===== config.mk =====
export PLATFORM = sky130hd
export DESIGN_NAME = gemm_tile_sequencer
export DESIGN_NICKNAME = d
export VERILOG_FILES = /design/src/rtl/gemm_tile_sequencer.sv
export SDC_FILE = /design/constraint.sdc
export NUM_CORES = 2
export LEC_CHECK = 0
export ABC_AREA = 1
export CAP_MARGIN = 15
export CORE_ASPECT_RATIO = 2
export CORE_MARGIN = 10
export CORE_UTILIZATION = 29
export CTS_CLUSTER_SIZE = 30
export DETAILED_ROUTE_END_ITERATION = 8
export SYNTH_ARGS = -nofsm -noshare
export SYNTH_HDL_FRONTEND = slang
export SYNTH_SLANG_ARGS = --single-unit

===== constraint.sdc =====
create_clock -name clk_i -period 29.9 [get_ports clk_i]
set_clock_uncertainty 0.15 [all_clocks]
set_input_delay 5.98 -clock clk_i [delete_from_list [all_inputs] [get_ports clk_i]]
set_output_delay 5.98 -clock clk_i [all_outputs]
set_load 0.005 [all_outputs]

===== src/rtl/gemm_tile_sequencer.sv =====
// gemm_tile_sequencer: control front-end for the tiled int8 GEMM accelerator.
// Holds the CPU-visible register file and a job engine that walks the output matrix in
// ARRAY_DIM x ARRAY_DIM tiles (row-major tile order). For every tile and every k it streams
// the A column slice (A is stored K-major) and then the B row slice, one beat per handshake.
//
// Ports:
//   clk_i, rst_i                    clock, asynchronous active-high reset
//   reg_write_en_i/reg_addr_i/      CPU register write strobe, index, data
//   reg_wdata_i, reg_rdata_o        read data is combinational from reg_addr_i
//   irq_done_o                      level interrupt, STATUS.done & CTRL.irq_en
//   mem_req_*                       operand fetch request (valid/ready, addr, sel A/B, last)
//   tile_start_o                    one-cycle pulse ahead of the first beat of each tile
//   tile_rows_o, tile_cols_o        valid rows/cols of the current (possibly edge) tile
//   drain_done_i                    array has written back the current tile
//
// Optional feature: define GEMM_SEQ_PERF_CNT_EN to add a busy-cycle counter (reg 8) and a
// stall counter (reg 9). Without it both registers read as zero.
module gemm_tile_sequencer #(
  parameter int unsigned ARRAY_DIM = 16,
  parameter int unsigned BUS_BYTES = 4,
  parameter int unsigned ADDR_W    = 32,
  parameter int unsigned DIM_W     = 16
) (
  input  logic              clk_i,
  input  logic              rst_i,
  input  logic              reg_write_en_i,
  input  logic [3:0]        reg_addr_i,
  input  logic [31:0]       reg_wdata_i,
  output logic [31:0]       reg_rdata_o,
  output logic              irq_done_o,
  output logic              mem_req_valid_o,
  input  logic              mem_req_ready_i,
  output logic [ADDR_W-1:0] mem_req_addr_o,
  output logic              mem_req_sel_o,
  output logic              mem_req_last_o,
  output logic              tile_start_o,
  output logic [7:0]        tile_rows_o,
  output logic [7:0]        tile_cols_o,
  input  logic              drain_done_i
);

  localparam int unsigned Beats = ARRAY_DIM / BUS_BYTES;
  localparam int unsigned BeatW = (Beats > 1) ? $clog2(Beats) : 1;
  localparam logic [BeatW-1:0]  LastBeat = BeatW'(Beats - 1);
  localparam logic [DIM_W-1:0]  DimD     = DIM_W'(ARRAY_DIM);
  localparam logic [ADDR_W-1:0] AddrD    = ADDR_W'(ARRAY_DIM);
  localparam logic [ADDR_W-1:0] AddrBeat = ADDR_W'(BUS_BYTES);

  typedef enum logic [2:0] {StIdle, StReqA, StReqB, StDrain, StDone} state_e;

  state_e              state_q;
  logic                irq_en_q, busy_q, done_q, err_q;
  logic [DIM_W-1:0]    cfg_m_q, cfg_k_q, cfg_n_q, job_m_q, job_k_q, job_n_q;
  logic [ADDR_W-1:0]   cfg_a_q, cfg_b_q, job_a_q, job_b_q;
  logic [DIM_W-1:0]    k_idx_q, m_rem_q, n_rem_q;
  // Running offsets: k*M, k*N (per k step) and tm*D, tn*D (per tile step).
  logic [ADDR_W-1:0]   a_koff_q, b_koff_q, a_toff_q, b_toff_q;
  logic [31:0]         tiles_left_q;
  logic [BeatW-1:0]    beat_q;
  logic                valid_q, sel_q, last_q, tile_start_q;
  logic [ADDR_W-1:0]   addr_q;

  logic                wr_ctrl, start_wr, abort_wr, dims_ok, start_accept, start_err, k_last;
  logic [DIM_W:0]      tiles_m, tiles_n;
  logic [31:0]         tiles_total;

  assign wr_ctrl      = reg_write_en_i && (reg_addr_i == 4'd0);
  assign start_wr     = wr_ctrl && reg_wdata_i[0];
  assign abort_wr     = wr_ctrl && reg_wdata_i[2];
  assign dims_ok      = (cfg_m_q != '0) && (cfg_k_q != '0) && (cfg_n_q != '0);
  // Abort in the same write suppresses start entirely.
  assign start_accept = start_wr && !abort_wr && !busy_q && dims_ok;
  assign start_err    = start_wr && !abort_wr && (busy_q || !dims_ok);
  assign k_last       = (k_idx_q == job_k_q - DIM_W'(1));

  assign tiles_m     = ({1'b0, cfg_m_q} + (DIM_W+1)'(ARRAY_DIM - 1)) / (DIM_W+1)'(ARRAY_DIM);
  assign tiles_n     = ({1'b0, cfg_n_q} + (DIM_W+1)'(ARRAY_DIM - 1)) / (DIM_W+1)'(ARRAY_DIM);
  assign tiles_total = 32'(tiles_m) * 32'(tiles_n);

  always_ff @(posedge clk_i or posedge rst_i) begin
    if (rst_i) begin
      state_q      <= StIdle;
      irq_en_q     <= 1'b0;
      busy_q       <= 1'b0;
      done_q       <= 1'b0;
      err_q        <= 1'b0;
      cfg_m_q      <= '0;
      cfg_k_q      <= '0;
      cfg_n_q      <= '0;
      cfg_a_q      <= '0;
      cfg_b_q      <= '0;
      job_m_q      <= '0;
      job_k_q      <= '0;
      job_n_q      <= '0;
      job_a_q      <= '0;
      job_b_q      <= '0;
      k_idx_q      <= '0;
      m_rem_q      <= '0;
      n_rem_q      <= '0;
      a_koff_q     <= '0;
      b_koff_q     <= '0;
      a_toff_q     <= '0;
      b_toff_q     <= '0;
      tiles_left_q <= '0;
      beat_q       <= '0;
      valid_q      <= 1'b0;
      sel_q        <= 1'b0;
      last_q       <= 1'b0;
      addr_q       <= '0;
      tile_start_q <= 1'b0;
    end else begin
      tile_start_q <= 1'b0;

      if (reg_write_en_i) begin
        case (reg_addr_i)
          4'd0: irq_en_q <= reg_wdata_i[1];
          4'd1: begin
            if (reg_wdata_i[1]) done_q <= 1'b0;
            if (reg_wdata_i[2]) err_q  <= 1'b0;
          end
          4'd2:    cfg_m_q <= reg_wdata_i[DIM_W-1:0];
          4'd3:    cfg_k_q <= reg_wdata_i[DIM_W-1:0];
          4'd4:    cfg_n_q <= reg_wdata_i[DIM_W-1:0];
          4'd5:    cfg_a_q <= ADDR_W'(reg_wdata_i);
          4'd6:    cfg_b_q <= ADDR_W'(reg_wdata_i);
          default: ;
        endcase
      end

      case (state_q)
        StReqA, StReqB: begin
          if (!valid_q) begin
            // First beat of a tile, one cycle after tile_start.
            valid_q <= 1'b1;
            sel_q   <= 1'b0;
            last_q  <= 1'b0;
            beat_q  <= '0;
            addr_q  <= job_a_q + a_koff_q + a_toff_q;
          end else if (mem_req_ready_i) begin
            if (beat_q != LastBeat) begin
              beat_q <= beat_q + 1'b1;
              addr_q <= addr_q + AddrBeat;
              last_q <= (state_q == StReqB) && (beat_q + 1'b1 == LastBeat) && k_last;
            end else if (state_q == StReqA) begin
              state_q <= StReqB;
              sel_q   <= 1'b1;
              beat_q  <= '0;
              addr_q  <= job_b_q + b_koff_q + b_toff_q;
              last_q  <= (Beats == 1) && k_last;
            end else if (!k_last) begin
              state_q  <= StReqA;
              sel_q    <= 1'b0;
              beat_q   <= '0;
              last_q   <= 1'b0;
              k_idx_q  <= k_idx_q + DIM_W'(1);
              a_koff_q <= a_koff_q + ADDR_W'(job_m_q);
              b_koff_q <= b_koff_q + ADDR_W'(job_n_q);
              addr_q   <= job_a_q + a_koff_q + ADDR_W'(job_m_q) + a_toff_q;
            end else begin
              state_q <= StDrain;
              valid_q <= 1'b0;
              last_q  <= 1'b0;
            end
          end
        end
        StDrain: begin
          if (drain_done_i) begin
            tiles_left_q <= tiles_left_q - 32'd1;
            if ((m_rem_q <= DimD) && (n_rem_q <= DimD)) begin
              state_q <= StDone;
            end else begin
              if (n_rem_q > DimD) begin
                n_rem_q  <= n_rem_q - DimD;
                b_toff_q <= b_toff_q + AddrD;
              end else begin
                n_rem_q  <= job_n_q;
                b_toff_q <= '0;
                m_rem_q  <= m_rem_q - DimD;
                a_toff_q <= a_toff_q + AddrD;
              end
              k_idx_q      <= '0;
              a_koff_q     <= '0;
              b_koff_q     <= '0;
              tile_start_q <= 1'b1;
              state_q      <= StReqA;
            end
          end
        end
        StDone: begin
          busy_q       <= 1'b0;
          done_q       <= 1'b1;
          tiles_left_q <= '0;
          state_q      <= StIdle;
        end
        default: ;
      endcase

      if (abort_wr && busy_q) begin
        state_q      <= StIdle;
        busy_q       <= 1'b0;
        valid_q      <= 1'b0;
        last_q       <= 1'b0;
        tile_start_q <= 1'b0;
      end else if (start_err) begin
        err_q <= 1'b1;
      end else if (start_accept) begin
        job_m_q      <= cfg_m_q;
        job_k_q      <= cfg_k_q;
        job_n_q      <= cfg_n_q;
        job_a_q      <= cfg_a_q;
        job_b_q      <= cfg_b_q;
        m_rem_q      <= cfg_m_q;
        n_rem_q      <= cfg_n_q;
        k_idx_q      <= '0;
        a_koff_q     <= '0;
        b_koff_q     <= '0;
        a_toff_q     <= '0;
        b_toff_q     <= '0;
        tiles_left_q <= tiles_total;
        beat_q       <= '0;
        valid_q      <= 1'b0;
        last_q       <= 1'b0;
        busy_q       <= 1'b1;
        done_q       <= 1'b0;
        tile_start_q <= 1'b1;
        state_q      <= StReqA;
      end
    end
  end

`ifdef GEMM_SEQ_PERF_CNT_EN
  logic [31:0] busy_cnt_q, stall_cnt_q;

  always_ff @(posedge clk_i or posedge rst_i) begin
    if (rst_i) begin
      busy_cnt_q  <= '0;
      stall_cnt_q <= '0;
    end else if (start_accept) begin
      busy_cnt_q  <= '0;
      stall_cnt_q <= '0;
    end else begin
      if (busy_q && (busy_cnt_q != '1)) busy_cnt_q <= busy_cnt_q + 32'd1;
      if (valid_q && !mem_req_ready_i && (stall_cnt_q != '1)) stall_cnt_q <= stall_cnt_q + 32'd1;
    end
  end
`endif

  always_comb begin
    reg_rdata_o = '0;
    case (reg_addr_i)
      4'd0:    reg_rdata_o = {30'd0, irq_en_q, 1'b0};
      4'd1:    reg_rdata_o = {29'd0, err_q, done_q, busy_q};
      4'd2:    reg_rdata_o = 32'(cfg_m_q);
      4'd3:    reg_rdata_o = 32'(cfg_k_q);
      4'd4:    reg_rdata_o = 32'(cfg_n_q);
      4'd5:    reg_rdata_o = 32'(cfg_a_q);
      4'd6:    reg_rdata_o = 32'(cfg_b_q);
      4'd7:    reg_rdata_o = tiles_left_q;
`ifdef GEMM_SEQ_PERF_CNT_EN
      4'd8:    reg_rdata_o = busy_cnt_q;
      4'd9:    reg_rdata_o = stall_cnt_q;
`endif
      default: reg_rdata_o = '0;
    endcase
  end

  assign irq_done_o      = done_q & irq_en_q;
  assign mem_req_valid_o = valid_q;
  assign mem_req_addr_o  = addr_q;
  assign mem_req_sel_o   = sel_q;
  assign mem_req_last_o  = last_q;
  assign tile_start_o    = tile_start_q;
  assign tile_rows_o     = (m_rem_q >= DimD) ? 8'(ARRAY_DIM) : 8'(m_rem_q);
  assign tile_cols_o     = (n_rem_q >= DimD) ? 8'(ARRAY_DIM) : 8'(n_rem_q);

endmodule


==> qor.csv <==
stage,metric,value,unit
clock_network,cts.sinks,473,
synthesis,netlist_instances,5829,
grt,grt_pass1_vias,42450,
synthesis,yosys_warnings,0,
clock_network,h-tree-depth,2,
placement,dp_hpwl,152900,µm
routing,wire_per_inst,24.16,µm
flow_run,maxCapViolations,0,
die,num_rows,196,
timing,fmax,64.97,MHz
timing,finalHoldViolCount,0,
setup_path,path_buf_inv,4,
clock_network,clk_latency,0.67,ns
power,irDropWorstVdd,0.00005309,V
die,coreArea,142200,µm²
grt,antenna_found_initial,2,
timing,finalSetupViolations,0,
power,powerDensity,80.03,nW/µm²
synthesis,synth_edf_count,0,
die,top_level_ports,126,
setup_path,cp-startpoint,reg_addr_i[2],
timing,fin_crit_sh,51.48,%
routing,drc,0,
synthesis,ys_seq_elements,473,
layout,num-fill-cells,15610,
clock_network,cts-root-buf,clkbuf_16,
synthesis,avgSynthCellArea,7.103,µm²
timing,max_slew_margin,11.89,%
routing,drt_iter0_markers,3058,
synthesis,synthArstFlopShare,100.0,%
synthesis,yosysSeqAreaShare,28.59,%
setup_path,end_kind,primary output,
outcome,status,"complete, no violations",
setup_path,arrival,9.26,ns
routing,wl_met3,8232,µm
setup_path,crit_required,23.77,ns
layout,multiInputGateArea,25500,µm²
power,p_total,3.713,mW
die,die_h,554.3,µm
die,dieArea,159200,µm²
clock_network,postCtsHoldBufs,0,
grt,grt_pass1_wl,272500,µm
power,p_leak,22.43,nW
placement,io_buffers,121,
clock_network,cts_buffers,48,
min_path,worstHoldPathType,reg2reg,
synthesis,synth_cell_types,75,
synthesis,syn_area,41400,µm²
die,start_util,29.11,%
routing,vias_per_cell,5.288,
setup_path,cp_top_family,buffers and inverters,
min_path,hold_path.startpoint,cfg_a_q[31],
clock_network,ctsResizeCount,0,
routing,vias,41310,
setup_path,rr_startpoint,cfg_m_q[2],
setup_path,crit_type,in2out,
timing,setup-tns-final,0,ns
timing,worst-slew-pin-transition,1.312,ns
routing,highest-signal-layer,met4,
routing,drt-pass1-iter-count,8,
clock_network,tritoncts,done,
grt,grt_start_max_net_pins,95,
clock_network,clockBufferDepth,3,
setup_path,start_kind,input pin,
timing,rsz0062_at_grt,no,
setup_path,crit_slowest_cell,inv_1,
timing,timing.final.ws_setup,14.51,ns
placement,place.gp.congestion,1.027,
routing,wirelength_met1,60420,µm
routing,totalWireLength,188800,µm
clock_network,clk_pin_slew,0.07,ns
grt,overflow,0,
setup_path,slowest_delay,0.79,ns
timing,period_minus_slack,15.39,ns
synthesis,synth-main-ff-cell,dfrtp_1,
die,die_w,287.2,µm
layout,area_growth,12.08,%
clock_network,cts_setup_buffers,0,
timing,slew_viol_final,0,
timing,holdWs,0.3337,ns
routing,dr_wl_met2,99470,µm
layout,final_nets,6352,
layout,final_layout_size_suffix_gt1_share,4.250,%
layout,post-route-util,32.62,%
layout,seqCellArea,11840,µm²
grt,grt.total_usage,23.08,%
setup_path,crit_chain,"clkdlybuf4s50_1, inv_1, nor2_1, nand2_1, inv_1, a221oi_1, o2111ai_1, clkdlybuf4s50_1",
placement,post-place-ws,14.51,ns
routing,final_antenna_net_count,0,
setup_path,cp_max_fo,19,
## final timing paths
path | endpoint | cells past startpoint | slack (ns)
max | reg_rdata_o[2] | 8 | 14.51
min | cfg_a_q[31] | 2 | 0.33
max reg2reg | tiles_left_q[25] | 34 | 21.23
min reg2reg | cfg_a_q[31] | 2 | 0.33
max in group asynchronous | tiles_left_q[26] | 6 | 19.83
min in group asynchronous | k_idx_q[4] | 2 | 5.64
## layer usage
layer | vias up | track usage (%)
met5 | - | 0
met4 | 0 | 21.42
met3 | 718 | 2.669
met2 | 1566 | 43.77
met1 | 19870 | 20.86
li1 | 19150 | -
## power breakdown
group / internal [mW] / switching, mW / total, mW
Combinational: 0.693 / 1.41 / 2.10
Clock: 0.376 / 0.313 / 0.689
Sequential: 0.752 / 0.173 / 0.925
Total: 1.82 / 1.89 / 3.71
## Yosys cell counts, drive strengths merged, types with 12 or more instances
master | number | area (µm²)
nand2 | 1420 | 5373
o21ai | 533 | 2671
a21oi | 345 | 1727
xnor2 | 48 | 420.4
o221ai | 33 | 289.0
fa | 183 | 3664
nor3 | 110 | 591.8
dfrtp | 473 | 11840
nor4 | 36 | 225.2
nor2 | 531 | 2147
a21boi | 13 | 97.60
nand3b | 15 | 116.4
nand3 | 335 | 1722
a31oi | 21 | 131.4
o21bai | 23 | 172.7
clkbuf | 95 | 357.8
o22ai | 29 | 187.7
o21a | 14 | 105.1
inv | 890 | 3343
xor2 | 102 | 900.9
clkinv | 12 | 45.04
a221oi | 17 | 148.9
buf | 67 | 375.3
nand4 | 105 | 669.4
o211ai | 49 | 367.9
ha | 238 | 2978
## cell usage in the layout, fill, tap and decap left out, types with 14 or more instances in the layout
cell	netlist	layout
nand2_1	1407	1405
inv_1	872	870
o21ai_0	511	511
nor2_1	493	492
dfrtp_1	473	472
a21oi_1	345	345
nand3_1	329	327
ha_1	238	238
fa_1	183	183
clkdlybuf4s50_1	0	121
nand4_1	103	103
nor3_1	103	101
xor2_1	101	101
o211ai_1	49	49
xnor2_1	48	48
clkbuf_16	0	48
buf_4	9	47
nor4_1	36	36
o221ai_1	33	33
nor2_2	28	29
o22ai_1	28	28
o21bai_1	23	23
o21ai_1	21	21
a31oi_1	21	21
inv_2	17	17
a221oi_1	17	17
nand3b_1	14	14
o21a_1	14	14
## state kept, by name, indices dropped and copies added (netlist names), 2 cells and up
name / count
job_b_q: 32
cfg_a_q: 32
job_k_q: 16
k_idx_q: 16
a_toff_q: 28
m_rem_q: 16
cfg_k_q: 16
job_n_q: 16
b_koff_q: 32
cfg_m_q: 16
job_a_q: 32
cfg_b_q: 32
mem_req_addr_o: 32
a_koff_q: 32
b_toff_q: 32
tiles_left_q: 32
n_rem_q: 16
state_q: 3
job_m_q: 16
cfg_n_q: 16
beat_q: 2
## worst reg2reg max path, delay by kind of cell (launching register included)
kind	cells	cell delay, ns
XOR/XNOR	1	0.70
AO/OA/AOI/OAI	3	0.29
buffers and inverters	5	0.49
flip-flops	1	0.59
AND/OR/NAND/NOR	19	3.55
adder cells (fa/ha/maj)	6	2.75
## cell families (layout without fill, tap and decap cells)
group	after synthesis	count (layout)	share of synthesized area [%]
simple gates	2572	2572	26.50
flops	473	473	28.59
compound gates	1145	1145	15.63
mux	3	3	0.08159
xor+xnor	150	150	3.191
fa+ha+maj	421	421	16.04
other cells	1	7	0.009058
buf+inv	1064	1160	9.955
## final cells by class
cell class,count,area share (%)
clock inverters,34,0.9815
clock buffers,55,2.753
diodes,2,0.01079
multi-input cells,4296,54.95
inverters,902,7.329
well taps,1881,5.072
flip-flops and latches,473,25.51
repair buffers,169,3.387
## stage by stage
stage	cell area (µm²)	std cells
after floorplan	41420	5833
after global placement	44650	7719
after detailed placement	44650	7719
after CTS	46380	7808
after global routing	46400	7812
final	46400	7812
No activity file was read; power rests on OpenSTA's default activity.
